**src/rtl/uart_loader_pkg.sv**
```systemverilog
// Shared definitions for the UART boot loader: FSM encodings, word geometry,
// and the bit-period derivation used by the byte receiver.
package uart_loader_pkg;

    localparam int BYTES_PER_WORD = 4;

    typedef enum logic [2:0] {
        ST_IDLE,
        ST_HDR,
        ST_DATA,
        ST_CSUM,
        ST_DONE,
        ST_ERROR
    } state_t;

    typedef enum logic [1:0] {
        RX_IDLE,
        RX_START,
        RX_DATA,
        RX_STOP
    } rx_state_t;

    // Integer division; callers must keep the result >= 4 so the half-bit wait is nonzero.
    function automatic int clks_per_bit(input int clk_hz, input int baud);
        return clk_hz / baud;
    endfunction

endpackage

```
**src/rtl/uart_loader_if.sv**
```systemverilog
// Word-wide RAM write port driven by the loader (master) into the shared IMEM/DMEM (slave).
interface uart_loader_if #(
    parameter int ADDR_W = 13
);
    logic [3:0]        mem_we;
    logic [ADDR_W-1:0] mem_addr;
    logic [31:0]       mem_din;

    modport master (output mem_we, mem_addr, mem_din);
    modport slave  (input  mem_we, mem_addr, mem_din);
endinterface

```
**src/rtl/uart_loader_rx_byte.sv**
```systemverilog
// 8N1 UART byte receiver: 2-flop synchronizer, mid-bit sampler, glitch reject on the
// start bit, one-cycle byte_valid or frame_err pulse per frame.
module uart_rx_byte
    import uart_loader_pkg::*;
#(
    parameter int CLKS_PER_BIT = 16
) (
    input  logic       clk,
    input  logic       rst,
    input  logic       rx,
    output logic       byte_valid,
    output logic [7:0] byte_data,
    output logic       frame_err
);
    localparam int            CW   = $clog2(CLKS_PER_BIT);
    localparam logic [CW-1:0] FULL = CW'(CLKS_PER_BIT - 1);
    localparam logic [CW-1:0] HALF = CW'(CLKS_PER_BIT / 2 - 1);

    // [0],[1] synchronize; [2] is the previous synchronized value for edge detect
    logic [2:0]    sync_pipe;
    logic          rx_s;
    logic          rx_prev;
    rx_state_t     rx_state, rx_state_d;
    logic [CW-1:0] cnt;
    logic [2:0]    bit_idx;
    logic          tick;

    assign rx_s    = sync_pipe[1];
    assign rx_prev = sync_pipe[2];
    assign tick    = (cnt == ((rx_state == RX_START) ? HALF : FULL));

    always_comb begin
        rx_state_d = rx_state;
        case (rx_state)
            RX_IDLE:  if (rx_prev && !rx_s)            rx_state_d = RX_START;
            RX_START: if (tick)                        rx_state_d = rx_s ? RX_IDLE : RX_DATA;
            RX_DATA:  if (tick && bit_idx == 3'd7)     rx_state_d = RX_STOP;
            RX_STOP:  if (tick)                        rx_state_d = RX_IDLE;
            default:                                   rx_state_d = RX_IDLE;
        endcase
    end

    always_ff @(posedge clk or posedge rst) begin
        if (rst) begin
            sync_pipe  <= '1;
            rx_state   <= RX_IDLE;
            cnt        <= '0;
            bit_idx    <= '0;
            byte_data  <= '0;
            byte_valid <= 1'b0;
            frame_err  <= 1'b0;
        end else begin
            sync_pipe  <= {sync_pipe[1:0], rx};
            rx_state   <= rx_state_d;
            cnt        <= (rx_state == RX_IDLE || tick) ? '0 : cnt + CW'(1);
            byte_valid <= (rx_state == RX_STOP) && tick && rx_s;
            frame_err  <= (rx_state == RX_STOP) && tick && !rx_s;
            if (rx_state == RX_START)
                bit_idx <= '0;
            if (rx_state == RX_DATA && tick) begin
                byte_data <= {rx_s, byte_data[7:1]};
                bit_idx   <= bit_idx + 3'd1;
            end
        end
    end

endmodule

```
**src/rtl/uart_loader.sv**
```systemverilog
// Boot loader: receives a word-count header plus little-endian words over UART, writes them
// to RAM and then releases the core. UART_LOADER_CSUM_EN adds a trailing 32-bit checksum check.
module uart_loader
    import uart_loader_pkg::*;
#(
    parameter int CLK_HZ = 100000000,
    parameter int BAUD   = 115200,
    parameter int ADDR_W = 13
) (
    input  logic          clk,
    input  logic          rst,
    input  logic          uart_rx,
    uart_loader_if.master mem,
    output logic          core_rst_n,
    output logic          busy,
    output logic          done,
    output logic          err
);
    localparam int          CLKS_PER_BIT = clks_per_bit(CLK_HZ, BAUD);
    localparam logic [31:0] DEPTH_W      = 32'(2 ** ADDR_W);
`ifdef UART_LOADER_CSUM_EN
    localparam state_t      END_ST       = ST_CSUM;
`else
    localparam state_t      END_ST       = ST_DONE;
`endif

    logic          byte_valid;
    logic [7:0]    byte_data;
    logic          frame_err;

    state_t        state, state_d;
    logic [1:0]    byte_cnt;
    logic [31:0]   asm_q;
    logic [31:0]   asm_nxt;
    logic [ADDR_W:0] n_words;
    logic [ADDR_W:0] wcnt;
    logic [ADDR_W:0] wcnt_inc;
    logic          wr_q;
    logic          take;
    logic          word_rdy;
`ifdef UART_LOADER_CSUM_EN
    logic [31:0]   sum_q;
`endif

    uart_rx_byte #(.CLKS_PER_BIT(CLKS_PER_BIT)) u_rx (
        .clk        (clk),
        .rst        (rst),
        .rx         (uart_rx),
        .byte_valid (byte_valid),
        .byte_data  (byte_data),
        .frame_err  (frame_err)
    );

    assign asm_nxt  = {byte_data, asm_q[31:8]};
    assign take     = (state == ST_IDLE) || (state == ST_HDR) || (state == ST_DATA) || (state == ST_CSUM);
    assign word_rdy = byte_valid && (byte_cnt == 2'd3);
    assign wcnt_inc = wcnt + {{ADDR_W{1'b0}}, 1'b1};

    assign busy = (state == ST_HDR) || (state == ST_DATA) || (state == ST_CSUM);
    assign done = (state == ST_DONE);
    assign err  = (state == ST_ERROR);

    always_comb begin
        state_d = state;
        if (frame_err && state != ST_DONE && state != ST_ERROR) begin
            state_d = ST_ERROR;
        end else begin
            case (state)
                ST_IDLE: if (byte_valid) state_d = ST_HDR;
                ST_HDR: begin
                    if (word_rdy) begin
                        if (asm_nxt == 32'd0)        state_d = END_ST;
                        else if (asm_nxt > DEPTH_W)  state_d = ST_ERROR;
                        else                         state_d = ST_DATA;
                    end
                end
                // Decide completion in the cycle the write is presented, counting it.
                ST_DATA: if (wr_q && wcnt_inc == n_words) state_d = END_ST;
`ifdef UART_LOADER_CSUM_EN
                ST_CSUM: if (word_rdy) state_d = (asm_nxt == sum_q) ? ST_DONE : ST_ERROR;
`endif
                default: state_d = state;
            endcase
        end
    end

    always_ff @(posedge clk or posedge rst) begin
        if (rst) begin
            state        <= ST_IDLE;
            byte_cnt     <= '0;
            asm_q        <= '0;
            n_words      <= '0;
            wcnt         <= '0;
            wr_q         <= 1'b0;
            mem.mem_we   <= '0;
            mem.mem_addr <= '0;
            mem.mem_din  <= '0;
            core_rst_n   <= 1'b0;
        end else begin
            state      <= state_d;
            core_rst_n <= (state == ST_DONE);
            wr_q       <= 1'b0;
            mem.mem_we <= '0;
            if (byte_valid && take) begin
                asm_q    <= asm_nxt;
                byte_cnt <= byte_cnt + 2'd1;
            end
            if (state == ST_HDR && word_rdy) begin
                n_words <= asm_nxt[ADDR_W:0];
                wcnt    <= '0;
            end
            if (state == ST_DATA && word_rdy) begin
                wr_q         <= 1'b1;
                mem.mem_we   <= 4'hF;
                mem.mem_din  <= asm_nxt;
                mem.mem_addr <= wcnt[ADDR_W-1:0];
            end
            if (wr_q)
                wcnt <= wcnt_inc;
        end
    end

`ifdef UART_LOADER_CSUM_EN
    always_ff @(posedge clk or posedge rst) begin
        if (rst)       sum_q <= '0;
        else if (wr_q) sum_q <= sum_q + asm_q;
    end
`endif

endmodule

```
**src/flat_wrapper.sv**
```systemverilog
// flat-port wrapper written by rule: the top's interface ports become plain ports
module uart_loader_flat import uart_loader_pkg::*;
#(
    parameter int CLK_HZ = 100000000,
    parameter int BAUD   = 115200,
    parameter int ADDR_W = 13
)
  (clk, rst, uart_rx, core_rst_n, busy, done, err, mem_mem_we, mem_mem_addr, mem_mem_din);
  uart_loader_if #(.ADDR_W(ADDR_W)) mem_i ();
  input  logic clk;
  input  logic rst;
  input  logic uart_rx;
  output logic core_rst_n;
  output logic busy;
  output logic done;
  output logic err;
  output wire logic [$bits(mem_i.mem_we)-1:0] mem_mem_we;
  output wire logic [$bits(mem_i.mem_addr)-1:0] mem_mem_addr;
  output wire logic [$bits(mem_i.mem_din)-1:0] mem_mem_din;
  assign mem_mem_we = mem_i.mem_we;
  assign mem_mem_addr = mem_i.mem_addr;
  assign mem_mem_din = mem_i.mem_din;
  uart_loader #(.CLK_HZ(CLK_HZ), .BAUD(BAUD), .ADDR_W(ADDR_W)) u_core (.clk(clk), .rst(rst), .uart_rx(uart_rx), .mem(mem_i), .core_rst_n(core_rst_n), .busy(busy), .done(done), .err(err));
endmodule
```
**config.mk**
```make
export PLATFORM = sky130hd
export DESIGN_NAME = uart_loader_flat
export DESIGN_NICKNAME = d
export VERILOG_FILES = /design/src/rtl/uart_loader_pkg.sv /design/src/rtl/uart_loader_if.sv /design/src/rtl/uart_loader_rx_byte.sv /design/src/rtl/uart_loader.sv /design/src/flat_wrapper.sv
export SDC_FILE = /design/constraint.sdc
export NUM_CORES = 1
export LEC_CHECK = 0
export ABC_CLOCK_PERIOD_IN_PS = 4190
export CAP_MARGIN = 20
export CORE_MARGIN = 2
export CORE_UTILIZATION = 52
export CTS_CLUSTER_SIZE = 12
export DETAILED_ROUTE_END_ITERATION = 10
export HOLD_SLACK_MARGIN = 0.02
export PLACE_DENSITY_LB_ADDON = 0.2
export REMOVE_ABC_BUFFERS = 1
export SYNTH_ARGS = -nofsm -noshare
export SYNTH_HDL_FRONTEND = slang
export SYNTH_SLANG_ARGS = --single-unit
```
**constraint.sdc**
```tcl
create_clock -name clk -period 4.19 [get_ports clk]
set_input_delay 0.419 -clock clk [delete_from_list [all_inputs] [get_ports clk]]
set_output_delay 0.419 -clock clk [all_outputs]
set_load 0.1 [all_outputs]
```
# Word-level counts from Yosys, hierarchy flattened
# Index checks and enable logic that the tools add are counted.
# W data, S select, Z words.
# totals
reg_bits	144
word_cells	92
# classes
n_lt_le_gt_ge	1
n_reduce_logical	28
n_addsub	4
eq_ne	21
muxes	21
# op_table
operator	count
$gt A32 B14 Y1 const B	1
$logic_not A32 Y1	1
$mux W14	2
$mux W3	8
$mux W10	2
$add A14 B1 Y14 const B	1
$eq A14 B14 Y1	1
$logic_and A1 B1 Y1	13
$ne A3 B3 Y1 const B	4
$add A10 B1 Y10 const B	1
$eq A10 B10 Y1	1
$mux W2	5
$eq A3 B3 Y1 const B	3
$pmux W3 S3	1
$ne A2 B2 Y1 const B	4
$pmux W2 S4	1
$reduce_and A4 Y1	2
$eq A2 B2 Y1 const B	3
$eq A3 B2 Y1 const B	2
$logic_or A1 B1 Y1	6
$mux W4	1
$reduce_bool A2 Y1	2
$reduce_bool A4 Y1	1
$add A3 B1 Y3 const B	1
other kinds (8)	8

# Longest topological paths before layout
# logic_depth
depth_word	6
depth_mapped	8
depth_no_buf	7

# Modules after synthesis
# A second synthesis with hierarchy kept.
# hier_totals
cells_unflattened	471
area_unflattened_um2	6038.3
# modules_own_cells
module	instances	area_each_um2	cells_each
uart_loader	1	4695.8	364
uart_rx_byte	1	1342.5	107

# Worst setup path after synthesis
# OpenSTA, ideal clock, no wires.
# synth_timing
path_type	flip-flop to output port
startpoint	reg u_core.state[1]
endpoint	out done
arrival_ns	1.858
required_ns	3.771
path_slack_ns	1.913
stages_incl_launch_ff	3
path_cell_list	dfrtp_1 nand2b_1 nor2_1
# synth_between
elab_chain_len	1
# synth_lines
element	line	source
from (decl)	uart_loader.sv:31	state_t state, state_d;
from (signal assigned)	uart_loader.sv:100	state <= state_d;
$eq A3 B3 Y1	uart_loader.sv:60	assign done = (state == ST_DONE);
to (decl)	flat_wrapper.sv:15	output logic done;
# Every way passes these cells.

# Final worst setup path
# layout_timing
startpoint	reg u_core.state[0]
endpoint	out err
# layout_between
elab_chain_len	1
# layout_lines
element	line	source
$eq A3 B3 Y1	uart_loader.sv:61	assign err = (state == ST_ERROR);
to (decl)	flat_wrapper.sv:16	output logic err;
# Every way passes these cells.

==> impl_results.md <==
- Fin area: 7260 um^2
- Worst Hold Class: reg -> reg
- Dpl ws: 1.71 ns
- Synth cell types: 54
- First-pass GRT wire length: just under 20 mm
- Busiest grt layer: met2
- Cts bufs inserted: 17
- Synthesis-to-finish area growth: 22.3%
- Global placement routability congestion: 0.853
- CTS root buf: clkbuf_16
- CTS tree: yes
- Status: completed
- Setup crit end kind: output port
- Mapped Area: about 6000 um^2
- Post-Place Cell Area: around 6600 um^2
- I/O pin cnt: 56
- Die area: 12,300 um^2
- Yosys warning count: 0
- Initial Util: 52.6%
- Clock buffer depth: 2
- Worst Clk Skew: 0.00763 ns
- Worst Path Buf+Inv: 1
- Inserted Diodes: 0
- Worst path required time: between 3 and 4 ns
- Period utilization: 67.9%
- Residual DRC: 0
- Die Y-Extent: around 110 um
- Crit path largest cell delay: around 1.1 ns
- Clk_lat worst skew: ~0.42 ns
- Max cap viols: 0
- Layout Nets: 537
- DRT Pass-1 Iters: 5
- Prevailing post-synth register cell: dfrtp_1
- Core area: 11,300 um^2
- Gate Count Post-Synth: 476
- CP Launch Type: flop
- Maximum vdd ir drop: between 300 and 400 uV
- Clk sinks: ~130
- RSZ-0062 raised after global routing: no
- Slew headroom: 34.7%
- Layout cells sized above 1: about a quarter
- Measured slew at the worst slew-check pin: 0.977 ns
- Overflow after GRT: 0
- Num rows: 39
- Setup WS post-layout: 1.34 ns
- WL/cell: 17.0 um
- Routed via count: slightly below 4,000
- Worst setup path class: reg -> out
- Worst path cell trace: nor2b_1 -> and2_1 -> clkdlybuf4s50_1
- Fin. max-slew vios: 0
- Number of global-route vias before repair: 3,943
- Clock slew at reported path FFs: 0.05 ns
- Mean post-synth cell area: 12.5 um^2
- Routed Antenna Nets: 0
- Met2 usage: 32.1%
- Largest net degree at the start of global routing: between 70 and 80
- Ys async rst share: 100%
- Initial antenna violation count: 0
- Critical-path top delay cell: clkdlybuf4s50_1
- Most frequent cells in the layout: dfrtp_1 (129), mux2_2 (93), clkdlybuf4s50_1 (55)
- Fillcell total: around 860
- Fmax: 0.351 GHz
- Worst path top cell family by delay: buffers and inverters
- Tot GR Track Use: 20.2%
- Die W: 111 um
- Setup bufs post-CTS: 0
- Met1 Resource Use GR: 26.6%
- Iter 0 DRT Violations: 154
- Critical Path Fanout Max: 7
- Total stage count of the critical path: 3
- PwrDens: 428 nW/um^2
- Avg Vias per Cell: around 5.6
- Post-DP HPWL: 7.57 mm
- Synth Register Bits: approximately 130
- Most common cell after layout, fill and taps aside: dfrtp_1
- PortBufs: 55
- Setup TNS: 0 ns
- Reg2Reg Depth: 6
- Tmin final: 2.85 ns
- GR Layer Usage met3: 5.19%
- Worst hold path cell count: 0
- Final setup fails: 0
- Post-CTS Hold Buffers: 0
- Fin. Hold Viols: 0
- Post-CTS sizing: 0
- Final WL: 11.6 mm
- Leakage: around 3.4 nW
- CTS H-tree depth: 4
- Crit path DAT: approximately 2.4 ns
- EDFF count, synth: 0
- Post-synthesis sequential area ratio: 55.7%
## final timing paths
path / startpoint / endpoint / slack [ns]
max: u_core.state[0] / err / 1.34
min: u_core.u_rx.sync_pipe[0] / u_core.u_rx.sync_pipe[1] / 0.36
max reg2reg: u_core.state[2] / u_core.wcnt[2] / 1.79
min reg2reg: u_core.u_rx.sync_pipe[0] / u_core.u_rx.sync_pipe[1] / 0.36
max in group asynchronous: rst / u_core.u_rx.sync_pipe[1] / 2.83
min in group asynchronous: rst / u_core.mem.mem_addr[5] / 0.56
## worst register-to-register path: stages, from the launching register on
cell and delay, ns:
dfrtp_1 0.45, nor2b_2 0.13, buf_4 0.33, and3_1 0.80
nor2_2 0.23, o21ai_0 0.21, o21ai_0 0.11
## routing by layer
layer / vias up / part of all wire, %
met1: 1933 / 46
met4: 0 / 1.5
met3: 15 / 3.7
met5: - / 0
li1: 1812 / -
met2: 93 / 49
## cell families (layout without fill, tap and decap cells)
group | after synthesis | after routing | share of synthesized area (%)
muxes | 101 | 101 | 19.0
and+or+nand+nor | 128 | 128 | 11.7
buffers and inverters | 31 | 97 | 2.72
xor gates and xnor gates | 26 | 26 | 3.84
DFF | 132 | 132 | 55.7
AOI/OAI and AO/OA | 53 | 53 | 5.88
adders and majority gates | 5 | 5 | 1.05
## sequential cells by signal, indices dropped and copies added (netlist names), named ones only
name,flops
u_core.mem.mem_din,32
u_core.asm_q,24
u_core.n_words,14
u_core.wcnt,14
u_core.mem.mem_addr,13
u_core.u_rx.cnt,10
u_core.u_rx.byte_data,8
u_core.state,3
u_core.u_rx.bit_idx,3
u_core.u_rx.sync_pipe,3
u_core.byte_cnt,2
u_core.core_rst_n,1
u_core.mem.mem_we,1
u_core.u_rx.byte_valid,1
u_core.u_rx.frame_err,1
u_core.u_rx.rx_state,1
## cell type report
type                    count  area [um^2]  share of cell area (%)
clock buffers              24          492                    6.77
clock inverters             8          170                    2.34
inverters                   5         21.3                   0.293
multi-input cells         313         2470                    34.0
flip-flops and latches    132         3310                    45.6
well taps                 143          179                    2.47
repair buffers             60          621                    8.55
## stage by stage
step | instances | hold WS (ns) | utilization (%) | power, mW
floorplan | 450 | 0.345 | - | 1.45
global placement | 652 | 0.346 | 58.3 | 1.48
detailed placement | 652 | 0.350 | 58.3 | 1.48
CTS | 684 | 0.358 | 64.1 | 3.13
global route | 685 | 0.362 | 64.4 | 3.21
finish | 685 | 0.358 | 64.4 | 3.10
## where the power goes
group / switching, mW / total [mW] / leakage [nW] / internal [mW]
Combinational: 0.0579 / 0.104 / 1.23 / 0.0456
Sequential: 0.0452 / 1.36 / 1.82 / 1.31
Clock: 0.524 / 1.64 / 0.317 / 1.12
## cells in the mapped netlist (all sizes together), types with 4 or more instances
cell type / number / area, um^2
and3: 7 / 43.8
a21oi: 9 / 48.8
mux2: 94 / 1060
ha: 5 / 62.6
nand2: 24 / 90.1
o31ai: 4 / 30.0
mux2i: 7 / 70.1
buf: 22 / 128
xor2: 12 / 105
dfrtp: 129 / 3230
xnor2: 14 / 123
clkbuf: 4 / 15.0
nand4: 9 / 71.3
inv: 5 / 18.8
nor2b: 10 / 62.6
nand3: 16 / 90.1
nand2b: 5 / 31.3
nor2: 33 / 126
nor4: 8 / 62.6
o21ai: 18 / 90.1
Power figures use the tool's default switching activity.
